--- src/rtl/bitnet_weight_stream_loader.sv ---
// Streams 32-bit DMA words into 54-bit ternary weight rows for the BitNet engine.
// Each lo/hi word pair becomes one load strobe tagged with its layer/row, walking all rows per session.
module bitnet_weight_stream_loader #(
    parameter int NUM_LAYERS     = 2,
    parameter int ROWS_PER_LAYER = 16
) (
    input  logic        aclk,
    input  logic        aresetn,
    input  logic        start,
    input  logic        abort,
    input  logic [31:0] s_axis_tdata,
    input  logic        s_axis_tvalid,
    output logic        s_axis_tready,
    input  logic        s_axis_tlast,
    output logic        load_weight,
    output logic [1:0]  load_layer,
    output logic [3:0]  load_row,
    output logic [53:0] load_data,
    output logic        busy,
    output logic        done,
    output logic        error,
    output logic [1:0]  err_code
);

    localparam logic [1:0] LAST_LAYER = 2'(NUM_LAYERS - 1);
    localparam logic [3:0] LAST_ROW   = 4'(ROWS_PER_LAYER - 1);

    localparam logic [1:0] ERR_EARLY_LAST   = 2'd1;
    localparam logic [1:0] ERR_MISSING_LAST = 2'd2;
    localparam logic [1:0] ERR_HI_RANGE     = 2'd3;

    typedef enum logic [2:0] {
        S_IDLE,
        S_LO,
        S_HI,
        S_ISSUE,
        S_ERR
    } state_t;

    state_t      state_q, state_d;
    logic [1:0]  layer_q, layer_d;
    logic [3:0]  row_q, row_d;
    logic [31:0] lo_q, lo_d;
    logic        tready_q, tready_d;
    logic        load_weight_q, load_weight_d;
    logic [1:0]  load_layer_q, load_layer_d;
    logic [3:0]  load_row_q, load_row_d;
    logic [53:0] load_data_q, load_data_d;
    logic        busy_q, busy_d;
    logic        done_q, done_d;
    logic        error_q, error_d;
    logic [1:0]  err_code_q, err_code_d;

    logic handshake;
    logic final_row;
    logic hi_out_of_range;

    // tready_q is high exactly in LO and HI, so this is the accepted-word condition
    assign handshake       = s_axis_tvalid & tready_q;
    assign final_row       = (layer_q == LAST_LAYER) && (row_q == LAST_ROW);
    assign hi_out_of_range = |s_axis_tdata[31:22];

    always_comb begin
        state_d      = state_q;
        layer_d      = layer_q;
        row_d        = row_q;
        lo_d         = lo_q;
        load_layer_d = load_layer_q;
        load_row_d   = load_row_q;
        load_data_d  = load_data_q;
        done_d       = done_q;
        error_d      = error_q;
        err_code_d   = err_code_q;

        case (state_q)
            S_IDLE: begin
                if (start && !abort) begin
                    state_d    = S_LO;
                    layer_d    = '0;
                    row_d      = '0;
                    done_d     = 1'b0;
                    error_d    = 1'b0;
                    err_code_d = '0;
                end
            end

            S_LO: begin
                if (abort) begin
                    state_d = S_IDLE;
                    layer_d = '0;
                    row_d   = '0;
                end else if (handshake) begin
                    lo_d = s_axis_tdata;
                    if (s_axis_tlast) begin
                        state_d    = S_ERR;
                        error_d    = 1'b1;
                        err_code_d = ERR_EARLY_LAST;
                    end else begin
                        state_d = S_HI;
                    end
                end
            end

            S_HI: begin
                if (abort) begin
                    state_d = S_IDLE;
                    layer_d = '0;
                    row_d   = '0;
                end else if (handshake) begin
                    if (hi_out_of_range) begin
                        state_d    = S_ERR;
                        error_d    = 1'b1;
                        err_code_d = ERR_HI_RANGE;
                    end else if (final_row != s_axis_tlast) begin
                        state_d    = S_ERR;
                        error_d    = 1'b1;
                        err_code_d = final_row ? ERR_MISSING_LAST : ERR_EARLY_LAST;
                    end else begin
                        // Row fields are captured here so the strobe lands the next cycle
                        state_d      = S_ISSUE;
                        load_layer_d = layer_q;
                        load_row_d   = row_q;
                        load_data_d  = {s_axis_tdata[21:0], lo_q};
                    end
                end
            end

            S_ISSUE: begin
                if (abort || final_row) begin
                    state_d = S_IDLE;
                    layer_d = '0;
                    row_d   = '0;
                    done_d  = !abort;
                end else begin
                    state_d = S_LO;
                    if (row_q == LAST_ROW) begin
                        row_d   = '0;
                        layer_d = layer_q + 2'd1;
                    end else begin
                        row_d = row_q + 4'd1;
                    end
                end
            end

            S_ERR: begin
                if (abort) begin
                    state_d = S_IDLE;
                    layer_d = '0;
                    row_d   = '0;
                end else if (start) begin
                    state_d    = S_LO;
                    layer_d    = '0;
                    row_d      = '0;
                    done_d     = 1'b0;
                    error_d    = 1'b0;
                    err_code_d = '0;
                end
            end

            default: begin
                state_d = S_IDLE;
                layer_d = '0;
                row_d   = '0;
            end
        endcase

        // Registered outputs derived from the next state
        tready_d      = (state_d == S_LO) || (state_d == S_HI);
        busy_d        = (state_d == S_LO) || (state_d == S_HI) || (state_d == S_ISSUE);
        load_weight_d = (state_d == S_ISSUE);
    end

    always_ff @(posedge aclk or negedge aresetn) begin
        if (!aresetn) begin
            state_q       <= S_IDLE;
            layer_q       <= '0;
            row_q         <= '0;
            lo_q          <= '0;
            tready_q      <= 1'b0;
            load_weight_q <= 1'b0;
            load_layer_q  <= '0;
            load_row_q    <= '0;
            load_data_q   <= '0;
            busy_q        <= 1'b0;
            done_q        <= 1'b0;
            error_q       <= 1'b0;
            err_code_q    <= '0;
        end else begin
            state_q       <= state_d;
            layer_q       <= layer_d;
            row_q         <= row_d;
            lo_q          <= lo_d;
            tready_q      <= tready_d;
            load_weight_q <= load_weight_d;
            load_layer_q  <= load_layer_d;
            load_row_q    <= load_row_d;
            load_data_q   <= load_data_d;
            busy_q        <= busy_d;
            done_q        <= done_d;
            error_q       <= error_d;
            err_code_q    <= err_code_d;
        end
    end

    assign s_axis_tready = tready_q;
    assign load_weight   = load_weight_q;
    assign load_layer    = load_layer_q;
    assign load_row      = load_row_q;
    assign load_data     = load_data_q;
    assign busy          = busy_q;
    assign done          = done_q;
    assign error         = error_q;
    assign err_code      = err_code_q;

endmodule
--- config.mk ---
export PLATFORM = sky130hd
export DESIGN_NAME = bitnet_weight_stream_loader
export DESIGN_NICKNAME = d
export VERILOG_FILES = /design/src/rtl/bitnet_weight_stream_loader.sv
export SDC_FILE = /design/constraint.sdc
export NUM_CORES = 1
export LEC_CHECK = 0
export CELL_PAD_IN_SITES_DETAIL_PLACEMENT = 2
export CELL_PAD_IN_SITES_GLOBAL_PLACEMENT = 2
export CORE_ASPECT_RATIO = 0.7
export CORE_MARGIN = 4
export CORE_UTILIZATION = 38
export DETAILED_ROUTE_END_ITERATION = 6
export PLACE_DENSITY = 0.9
export SLEW_MARGIN = 0
export SYNTH_ARGS = -nofsm -noshare
export SYNTH_HDL_FRONTEND = slang
export SYNTH_SLANG_ARGS = --single-unit
--- constraint.sdc ---
create_clock -name aclk -period 3.65 [get_ports aclk]
set_input_delay 0.73 -clock aclk [delete_from_list [all_inputs] [get_ports aclk]]
set_output_delay 0.73 -clock aclk [all_outputs]
set_load 0.02 [all_outputs]
==> impl_metrics.py <==
metrics = {
    "status": {
        "status": "finished clean",
    },
    "synth": {
        "synthTopCellsByArea": "dfrtp_1, mux2_4, mux2_2",
        "synth_ff_type": "dfrtp_1",
        "synth_top_area_frac": 0.580,
        "ys_ff_latch": 108,
        "syn_nets": 341,
        "synthCells": 301,
        "synth-edff-count": 0,
        "synth_largest_area_cell": "dfrtp_1",
        "syn_area_um2": 4660,
        "synth.distinct_cells": 46,
        "syn_avg_cell_area_um2": 15.5,
        "ys_warn_count": 0,
        "async_flop_share": 1.00,
        "ys_seq_area_frac": 0.580,
    },
    "floorplanning": {
        "start_util": 0.393,
        "rows": 33,
        "ios": 105,
        "die_w_um": 140,
        "core_um2": 11900,
        "die_y_um": 101,
        "die_area_um2": 14100,
    },
    "clock_network": {
        "clk_pin_slew_ns": 0.07,
        "cts_resized": 0,
        "insertion_delay_ns": 0.35,
        "postCtsSetupBuffers": 0,
        "numClockSinks": 108,
        "cts_hold_buffers": 0,
        "htree_levels": 3,
        "cts_tree": "yes",
        "cts_buffers": 9,
        "clockRootBuffer": "clkbuf_16",
        "cts_buffer_depth": 2,
    },
    "worst_setup_path": {
        "rr_startpoint": "row_q[0]",
        "max_stage_delay_ns": 0.49,
        "crit_path_start": "s_axis_tdata[26]",
        "cp_slowest_cell": "nor4_1",
        "critPathKind": "in2reg",
        "cp_top_family": "simple AND/OR/NAND/NOR gates",
        "critPathCaptureType": "register",
        "crit_fanout": 62,
        "rrSetupSlack_ns": 1.16,
        "endpoint": "load_data[20]",
        "required_ns": 3.88,
        "cp.arrival_ns": 2.86,
        "r2r_cells": 6,
        "crit_path_start_kind": "input pin",
        "r2r-end": "load_data[53]",
        "cp.depth": 6,
        "worst-path-buf-inv": 2,
        "crit_path_cell_trace": "clkdlybuf4s50_1, nor4_1, and3_1, nand4_4, buf_12, mux2_4",
    },
    "grt": {
        "grt_max_degree": 63,
        "track_usage": 0.175,
        "gr-total-overflow": 0,
        "antenna_found_initial": 0,
        "grt_pass1_wl_um": 19200,
        "grt_pass1_vias": 3379,
    },
    "pwr": {
        "totalPowerFinal_uw": 2710,
        "p_per_area_nw_per_um2": 439,
        "vdd_drop_max_v": 0.000247,
        "p_leak_uw": 0.00295,
    },
    "placed_design": {
        "dp_hpwl_um": 8710,
        "io_buffers": 104,
        "pre_cts_slack_ns": 0.698,
        "gp_congestion": 0.789,
    },
    "detailed_routing": {
        "dr.pass1.iters": 4,
        "routedWlPerCell_um": 21.1,
        "drtAntennaViolNets": 0,
        "drtIter0Drc": 74,
        "drt-total-wl_um": 11900,
        "drc_errors": 0,
        "via_count": 2858,
        "viasPerCell": 5.07,
    },
    "finish": {
        "final_common_cell": "dfrtp_1",
        "diodes": 0,
        "num-nets-final": 442,
        "final_core_util": 0.520,
        "drive_gt1_frac": 0.295,
        "synthToLayoutAreaGrowth_pct": 32.2,
        "final_cell_mix": "dfrtp_1, clkdlybuf4s50_1, mux2_4, mux2_2",
    },
    "sta": {
        "finalSetupViolCount": 0,
        "fin_ws_ns": 1.02,
        "worst_pin_slew_ns": 0.804,
        "fin_skew_ns": 0.00581,
        "drv_slew": 0,
        "slew-limit-headroom": 0.456,
        "fin_crit_ns": 2.63,
        "hold_slack_ns": 0.401,
        "grt_setup_unrepaired": "false",
        "max_freq_mhz": 380,
        "finalCritPeriodShare": 0.720,
        "setup_tns_ns": 0,
        "hold_viol": 0,
    },
    "job": {
        "drv_cap": 0,
    },
    "worst_hold_path": {
        "hold_class": "in2async",
    },
}
## cell usage after synthesis, types with 2 or more instances
cell         n
dfrtp_1    108
a32o_1       2
buf_4        3
a21oi_1      6
o21ai_0      3
clkbuf_1     5
or2_2        3
and3_1       2
nor4_1       2
buf_2        3
nand2_1      9
nand3b_1     3
buf_6        6
o21bai_1     2
nand4_1      2
nand3_1      3
o2bb2ai_1    2
mux2_4      58
nor2_1       6
a21o_1       3
o21a_1       2
and4bb_2     2
nor3_1       5
o211ai_1     3
inv_1        2
mux2_2      34
ha_1         2
xnor2_1      2
## through the flow
stage / instance area [µm²] / instances
after floorplan: 4660 / 301
after global placement: 5830 / 548
after detailed placement: 5830 / 548
after CTS: 6160 / 564
after global routing: 6160 / 564
final: 6160 / 564
## per-layer routing
layer / global-route usage / share of wire / wire length [µm]
met5: 0 / 0 / 0
met4: 0.0402 / 0.0096 / 114
met3: 0.0484 / 0.049 / 583
met2: 0.301 / 0.50 / 5920
met1: 0.223 / 0.44 / 5260
## final cells by class
type	count	area, µm²
inverter	2	7.51
clock inverter	5	83.8
clock buffer	11	253
timing repair buffer	107	1090
sequential	108	2700
tap	157	196
fill	1091	5690
multi-input combinational	174	1830
## power by group
group	switching [µW]	internal [µW]	leakage (µW)
clock network	435	640	0.000158
logic	103	147	0.00133
registers	68.5	1310	0.00146
## worst reg2reg max path, stage by stage, from the launching register on
cell,delay [ns]
dfrtp_1,0.50
ha_1,0.33
and4_1,0.44
xnor2_2,0.14
nand4_4,0.13
buf_12,0.39
mux2_2,0.46
## registers in the layout, indices dropped and copies added, names as in the netlist
signal / count
load_data: 54
lo_q: 32
load_row: 4
row_q: 4
state_q: 3
err_code: 2
layer_q: 2
load_layer: 2
busy: 1
done: 1
error: 1
load_weight: 1
s_axis_tready: 1
## worst min path at each step
stage,startpoint,to,slack [ns]
after floorplan,aresetn,busy,0.43
after global placement,error,error,0.48
after detailed placement,error,error,0.49
after CTS,aresetn,load_row[1],0.43
after global routing,aresetn,load_row[1],0.44
final,aresetn,load_row[1],0.40
## cell families (layout without fill, tap and decap cells)
kind of cell | Yosys count | after routing | share of synthesized area
AOI/OAI and AO/OA | 31 | 31 | 0.0481
muxes | 93 | 93 | 0.271
adders and majority gates | 2 | 2 | 0.00537
DFF | 108 | 108 | 0.580
buffers and inverters | 19 | 125 | 0.0282
xor gates and xnor gates | 3 | 3 | 0.00725
and+or+nand+nor | 45 | 45 | 0.0601
(Power assumes the default switching activity.)
